<file path="config.mk">
export PLATFORM = sky130hd
export DESIGN_NAME = serial_char_tx
export DESIGN_NICKNAME = d
export VERILOG_FILES = /design/src/rtl/serial_pkg.sv /design/src/rtl/serial_char_tx_bit_timer.sv /design/src/rtl/serial_char_tx.sv
export SDC_FILE = /design/constraint.sdc
export NUM_CORES = 1
export LEC_CHECK = 0
export ABC_CLOCK_PERIOD_IN_PS = 4100
export CELL_PAD_IN_SITES_DETAIL_PLACEMENT = 0
export CELL_PAD_IN_SITES_GLOBAL_PLACEMENT = 1
export CORE_MARGIN = 4
export CORE_UTILIZATION = 35
export DETAILED_ROUTE_END_ITERATION = 16
export DONT_BUFFER_PORTS = 1
export GPL_ROUTABILITY_DRIVEN = 0
export PLACE_DENSITY_LB_ADDON = 0.1
export SYNTH_ARGS = -nofsm -noshare
export SYNTH_HDL_FRONTEND = slang
export SYNTH_SLANG_ARGS = --single-unit
</file>
<file path="constraint.sdc">
create_clock -name clk -period 4.1 [get_ports clk]
set_clock_uncertainty 0.05 [all_clocks]
set_input_delay 0.41 -clock clk [delete_from_list [all_inputs] [get_ports clk]]
set_output_delay 0.41 -clock clk [all_outputs]
set_load 0.02 [all_outputs]
</file>
<file path="src/rtl/serial_pkg.sv">
// ============================================================================
// serial_pkg : shared types and line levels for the SerialComm link
// Rev 1.0
// ============================================================================
`default_nettype none

package serial_pkg;

    typedef enum logic [1:0] {
        IDLE  = 2'd0,
        START = 2'd1,
        DATA  = 2'd2,
        STOP  = 2'd3
    } tx_state_t;

    localparam logic START_LEVEL = 1'b0;
    localparam logic STOP_LEVEL  = 1'b1;
    localparam logic IDLE_LEVEL  = 1'b1;

endpackage

`default_nettype wire

</file>
<file path="src/rtl/serial_char_tx_bit_timer.sv">
// ============================================================================
// bit_timer : free-running bit-time counter, pulses on the last cycle of a bit
// Rev 1.0
// ============================================================================
`default_nettype none

module bit_timer #(
    parameter int CLKS_PER_BIT = 16
) (
    input  logic clk,
    input  logic reset_n,
    input  logic clear,
    output logic bit_tick
);

    localparam int CW = (CLKS_PER_BIT > 1) ? $clog2(CLKS_PER_BIT) : 1;
    localparam logic [CW-1:0] C_LAST = CW'(CLKS_PER_BIT - 1);

    logic [CW-1:0] cnt_q;
    logic [CW-1:0] cnt_d;

    assign bit_tick = (cnt_q == C_LAST);

    always_comb begin
        cnt_d = cnt_q + CW'(1);
        if (clear || bit_tick) begin
            cnt_d = '0;
        end
    end

    always_ff @(posedge clk) begin
        if (!reset_n) begin
            cnt_q <= '0;
        end else begin
            cnt_q <= cnt_d;
        end
    end

endmodule

`default_nettype wire

</file>
<file path="src/rtl/serial_char_tx.sv">
// ============================================================================
// serial_char_tx : parallel-to-serial character transmitter (start/data/stop)
// Rev 1.0
// ============================================================================
`default_nettype none

module serial_char_tx
    import serial_pkg::*;
#(
    parameter int CLKS_PER_BIT = 16,
    parameter int DATA_BITS    = 8,
    parameter int STOP_BITS    = 1
) (
    input  logic                 clk,
    input  logic                 reset_n,
    input  logic [DATA_BITS-1:0] tx_data,
    input  logic                 tx_valid,
    output logic                 tx_ready,
    output logic                 tx_out,
    output logic                 busy,
    output logic                 char_complete
);

    localparam int IW = $clog2(DATA_BITS + 1);
    localparam logic [IW-1:0] C_LAST_BIT  = IW'(DATA_BITS - 1);
    localparam logic [IW-1:0] C_LAST_STOP = IW'(STOP_BITS - 1);

    tx_state_t              state_q, state_d;
    logic [DATA_BITS-1:0]   shift_q, shift_d;
    logic [IW-1:0]          idx_q, idx_d;
    logic                   tx_out_q, tx_out_d;
    logic                   cc_q, cc_d;
    logic                   w_bit_tick;
    logic                   w_timer_clear;

    // Timer is held at zero while idle so the start bit gets a full bit time.
    assign w_timer_clear = (state_q == IDLE);

    bit_timer #(
        .CLKS_PER_BIT(CLKS_PER_BIT)
    ) u_bit_timer (
        .clk      (clk),
        .reset_n  (reset_n),
        .clear    (w_timer_clear),
        .bit_tick (w_bit_tick)
    );

    assign tx_ready      = (state_q == IDLE);
    assign busy          = (state_q != IDLE);
    assign tx_out        = tx_out_q;
    assign char_complete = cc_q;

    always_comb begin
        state_d  = state_q;
        shift_d  = shift_q;
        idx_d    = idx_q;
        tx_out_d = tx_out_q;
        cc_d     = 1'b0;
        case (state_q)
            IDLE: begin
                tx_out_d = IDLE_LEVEL;
                if (tx_valid && tx_ready) begin
                    shift_d  = tx_data;
                    state_d  = START;
                    tx_out_d = START_LEVEL;
                end
            end
            START: begin
                if (w_bit_tick) begin
                    state_d  = DATA;
                    idx_d    = '0;
                    tx_out_d = shift_q[0];
                end
            end
            DATA: begin
                if (w_bit_tick) begin
                    if (idx_q == C_LAST_BIT) begin
                        state_d  = STOP;
                        idx_d    = '0;
                        tx_out_d = STOP_LEVEL;
                    end else begin
                        shift_d  = {1'b0, shift_q[DATA_BITS-1:1]};
                        idx_d    = idx_q + IW'(1);
                        tx_out_d = shift_d[0];
                    end
                end
            end
            STOP: begin
                // The index counter doubles as the stop-bit counter.
                if (w_bit_tick) begin
                    if (idx_q == C_LAST_STOP) begin
                        state_d  = IDLE;
                        idx_d    = '0;
                        cc_d     = 1'b1;
                        tx_out_d = IDLE_LEVEL;
                    end else begin
                        idx_d = idx_q + IW'(1);
                    end
                end
            end
            default: begin
                state_d  = IDLE;
                tx_out_d = IDLE_LEVEL;
            end
        endcase
    end

    always_ff @(posedge clk) begin
        if (!reset_n) begin
            state_q  <= IDLE;
            shift_q  <= '0;
            idx_q    <= '0;
            tx_out_q <= IDLE_LEVEL;
            cc_q     <= 1'b0;
        end else begin
            state_q  <= state_d;
            shift_q  <= shift_d;
            idx_q    <= idx_d;
            tx_out_q <= tx_out_d;
            cc_q     <= cc_d;
        end
    end

endmodule

`default_nettype wire

</file>
==> results.sh <==
export IMPL_cts_repair_resized=0
export IMPL_dieWidth_um=64.2
export IMPL_async_reset_ff_frac=0
export IMPL_min_period_over_period=0.540
export IMPL_synth_top_area_frac=0.362
export IMPL_worstPathCellList="inv_1, ha_1, inv_2, a21oi_4, a21oi_1, a311oi_1"
export IMPL_ir_drop_uv=247
export IMPL_relSlewSlack=0.527
export IMPL_start_kind="register"
export IMPL_grt_pass1_vias=841
export IMPL_wl_per_cell_um=14.6
export IMPL_r2r_end="shift_q[4]$_SDFFE_PN0P_"
export IMPL_r2r_start="state_q[0]$_SDFFE_PN0P_"
export IMPL_p_int_mw=0.416
export IMPL_crit_cells=6
export IMPL_crit_path_top_delay_cell="ha_1"
export IMPL_vias=853
export IMPL_cts_buffers=3
export IMPL_synth_common_cells="dfxtp_1, a21oi_1, mux2i_1"
export IMPL_crit_buf_inv=2
export IMPL_worstHoldEndpoint="state_q[0]$_SDFFE_PN0P_"
export IMPL_cts_root_buf="clkbuf_4"
export IMPL_path_class="reg -> reg"
export IMPL_comb_power_share=0.489
export IMPL_clock_sinks=20
export IMPL_crit_family="compound AO/OA/AOI/OAI gates"
export IMPL_synth_area_per_cell_um2=9.22
export IMPL_cts_buffer_depth=2
export IMPL_cts_tree="done"
export IMPL_die_area_um2=4120
export IMPL_yosysMostFrequentCell="dfxtp_1"
export IMPL_antenna_left=0
export IMPL_min_period_ps=2210
export IMPL_synth_cells=120
export IMPL_yosysSeqAreaShare=0.362
export IMPL_fp_dieH_um=64.2
export IMPL_regToRegSetupSlack_ps=1890
export IMPL_finalPower_mw=0.736
export IMPL_port_buffers=0
export IMPL_cts_reportedPaths_clkPinSlew_ps=110
export IMPL_hold_viol_final=0
export IMPL_p_leak_nw=0.401
export IMPL_first_pass_iters=4
export IMPL_synth_flop_cell="dfxtp_1"
export IMPL_drt_iter0_markers=30
export IMPL_finalSetupViolCount=0
export IMPL_rsz0062_at_grt="false"
export IMPL_syn_nets=138
export IMPL_finalSetupTns_ps=0
export IMPL_p_per_area_nw_per_um2=641
export IMPL_gr_total_overflow=0
export IMPL_ys_top_cells_by_area="dfxtp_1, mux2i_1, ha_1"
export IMPL_slowest_delay_ps=620
export IMPL_worstMarginPinSlew_ps=710
export IMPL_cp_required_ps=4270
export IMPL_swShare=0.435
export IMPL_hold_path_class="in -> reg"
export IMPL_clockPowerShare=0.131
export IMPL_fmax_mhz=452
export IMPL_ys_ff_latch=20
export IMPL_drt_wl_total_mm=2.35
export IMPL_cts_hold_buf=0
export IMPL_grt_pass1_wl_mm=4.07
export IMPL_cts_htree_levels=1
export IMPL_clock_latency_ps=300
export IMPL_io_pin_count=15
export IMPL_min_from="reset_n"
export IMPL_syn_to_final_growth_pct=3.85
export IMPL_antenna_found_initial=0
export IMPL_finalMaxSlewViolations=0
export IMPL_num_antenna_cells=0
export IMPL_route_detailed_drc=0
export IMPL_final_nets=137
export IMPL_drive_above_1_share=0.103
export IMPL_status="complete, no violations"
export IMPL_critPathArrivalTime_ps=2380
export IMPL_core_um2=3030
export IMPL_detailed_place_hpwl_mm=1.72
export IMPL_seqPwrFrac=0.380
export IMPL_power_switching_mw=0.321
export IMPL_yosys_warnings=0
export IMPL_setup_worst_path_end_class="register"
export IMPL_path_max_fanout=16
export IMPL_post_cts_buffers=0
export IMPL_initial_core_util=0.365
export IMPL_cap_viol_max_count=0
export IMPL_hold_depth=2
export IMPL_viasPerCell=5.30
export IMPL_synth_edf_count=0
export IMPL_rows=20
export IMPL_synth_area_um2=1110
export IMPL_grt_max_degree=17
export IMPL_r2r_cells=6
export IMPL_synth_distinct_cells=39
export IMPL_yosysTopAreaCell="dfxtp_1"
export IMPL_track_usage=0.127
power by group through the flow:
| stage | clock network, mW | registers, mW | logic (mW) |
|---|---|---|---|
| 5_1_grt | 0.111 | 0.286 | 0.407 |
| 6_report | 0.0964 | 0.280 | 0.360 |
| 3_5_place_dp | 0 | 0.285 | 0.364 |
| 4_1_cts | 0.0991 | 0.280 | 0.366 |
| 3_3_place_gp | 0 | 0.283 | 0.359 |
| 2_1_floorplan | 0 | 0.276 | 0.326 |
logic make-up (layout without fill, tap and decap cells):
kind of cell    count (synthesis)  in the layout  synth area share
compound gates                 32             32             0.232
flops                          20             20             0.362
simple gates                   35             35             0.167
mux                             9              9            0.0815
buf+inv                        15             12            0.0622
xor+xnor                        2              2            0.0158
fa+ha+maj                       7              7            0.0792
worst reg2reg max path: stages (launching register included):
cell and delay, ps:
dfxtp_1 360, inv_1 90, ha_1 620, inv_2 170, a21oi_4 440, a21oi_1 130, a311oi_1 270
placed cells by master, fill, tap and decap left out, drive strengths merged, types with 2 or more instances in the layout:
cell type	count
a21oi	13
a311oi	8
clkbuf	3
dfxtp	20
ha	7
inv	9
mux2i	9
nand2	8
nand3	5
nor2	8
nor3	5
o21ai	5
o22ai	2
metrics by stage:
| step | instance area [um^2] | std cells | worst slack [ps] | util | hold slack (ps) |
|---|---|---|---|---|---|
| 6_report | 1150 | 161 | 1890 | 0.379 | 186 |
| 5_1_grt | 1150 | 161 | 1660 | 0.379 | 173 |
| 4_1_cts | 1150 | 161 | 1880 | 0.379 | 181 |
| 3_5_place_dp | 1130 | 158 | 1890 | 0.372 | 385 |
| 3_3_place_gp | 1130 | 158 | 1970 | 0.372 | 378 |
| 2_1_floorplan | 1110 | 120 | 2270 | - | 368 |
area by class of cell:
| cell class | count | area [um^2] |
|---|---|---|
| flip-flops and latches | 20 | 400 |
| clock buffers | 3 | 22.5 |
| well taps | 44 | 55.1 |
| fillers | 328 | 1880 |
| inverters | 9 | 33.8 |
| multi-input cells | 85 | 637 |
registers in the layout, indices dropped and copies added (netlist names):
signal,count
u_bit_timer.cnt_q,4
char_complete,1
shift_q,8
tx_out,1
state_q,2
idx_q,4
worst max path at each step:
stage                                  from                 endpoint  slack, ps
floorplan           state_q[0]$_SDFFE_PN0P_  shift_q[7]$_SDFFE_PN0P_       2270
global placement    state_q[0]$_SDFFE_PN0P_  shift_q[6]$_SDFFE_PN0P_       1970
detailed placement  state_q[0]$_SDFFE_PN0P_  shift_q[4]$_SDFFE_PN0P_       1890
CTS                 state_q[0]$_SDFFE_PN0P_  shift_q[4]$_SDFFE_PN0P_       1880
global route        state_q[0]$_SDFFE_PN0P_  shift_q[4]$_SDFFE_PN0P_       1660
finish              state_q[0]$_SDFFE_PN0P_  shift_q[4]$_SDFFE_PN0P_       1890
per-layer routing:
layer  GRT usage  vias up  share of wire
met4      0.0660        0          0.024
li1            -      432              -
met5           0        -              0
met2       0.196       15           0.46
met1       0.159      400           0.47
met3      0.0387        6          0.042
No activity file was read; power rests on OpenSTA's default activity.
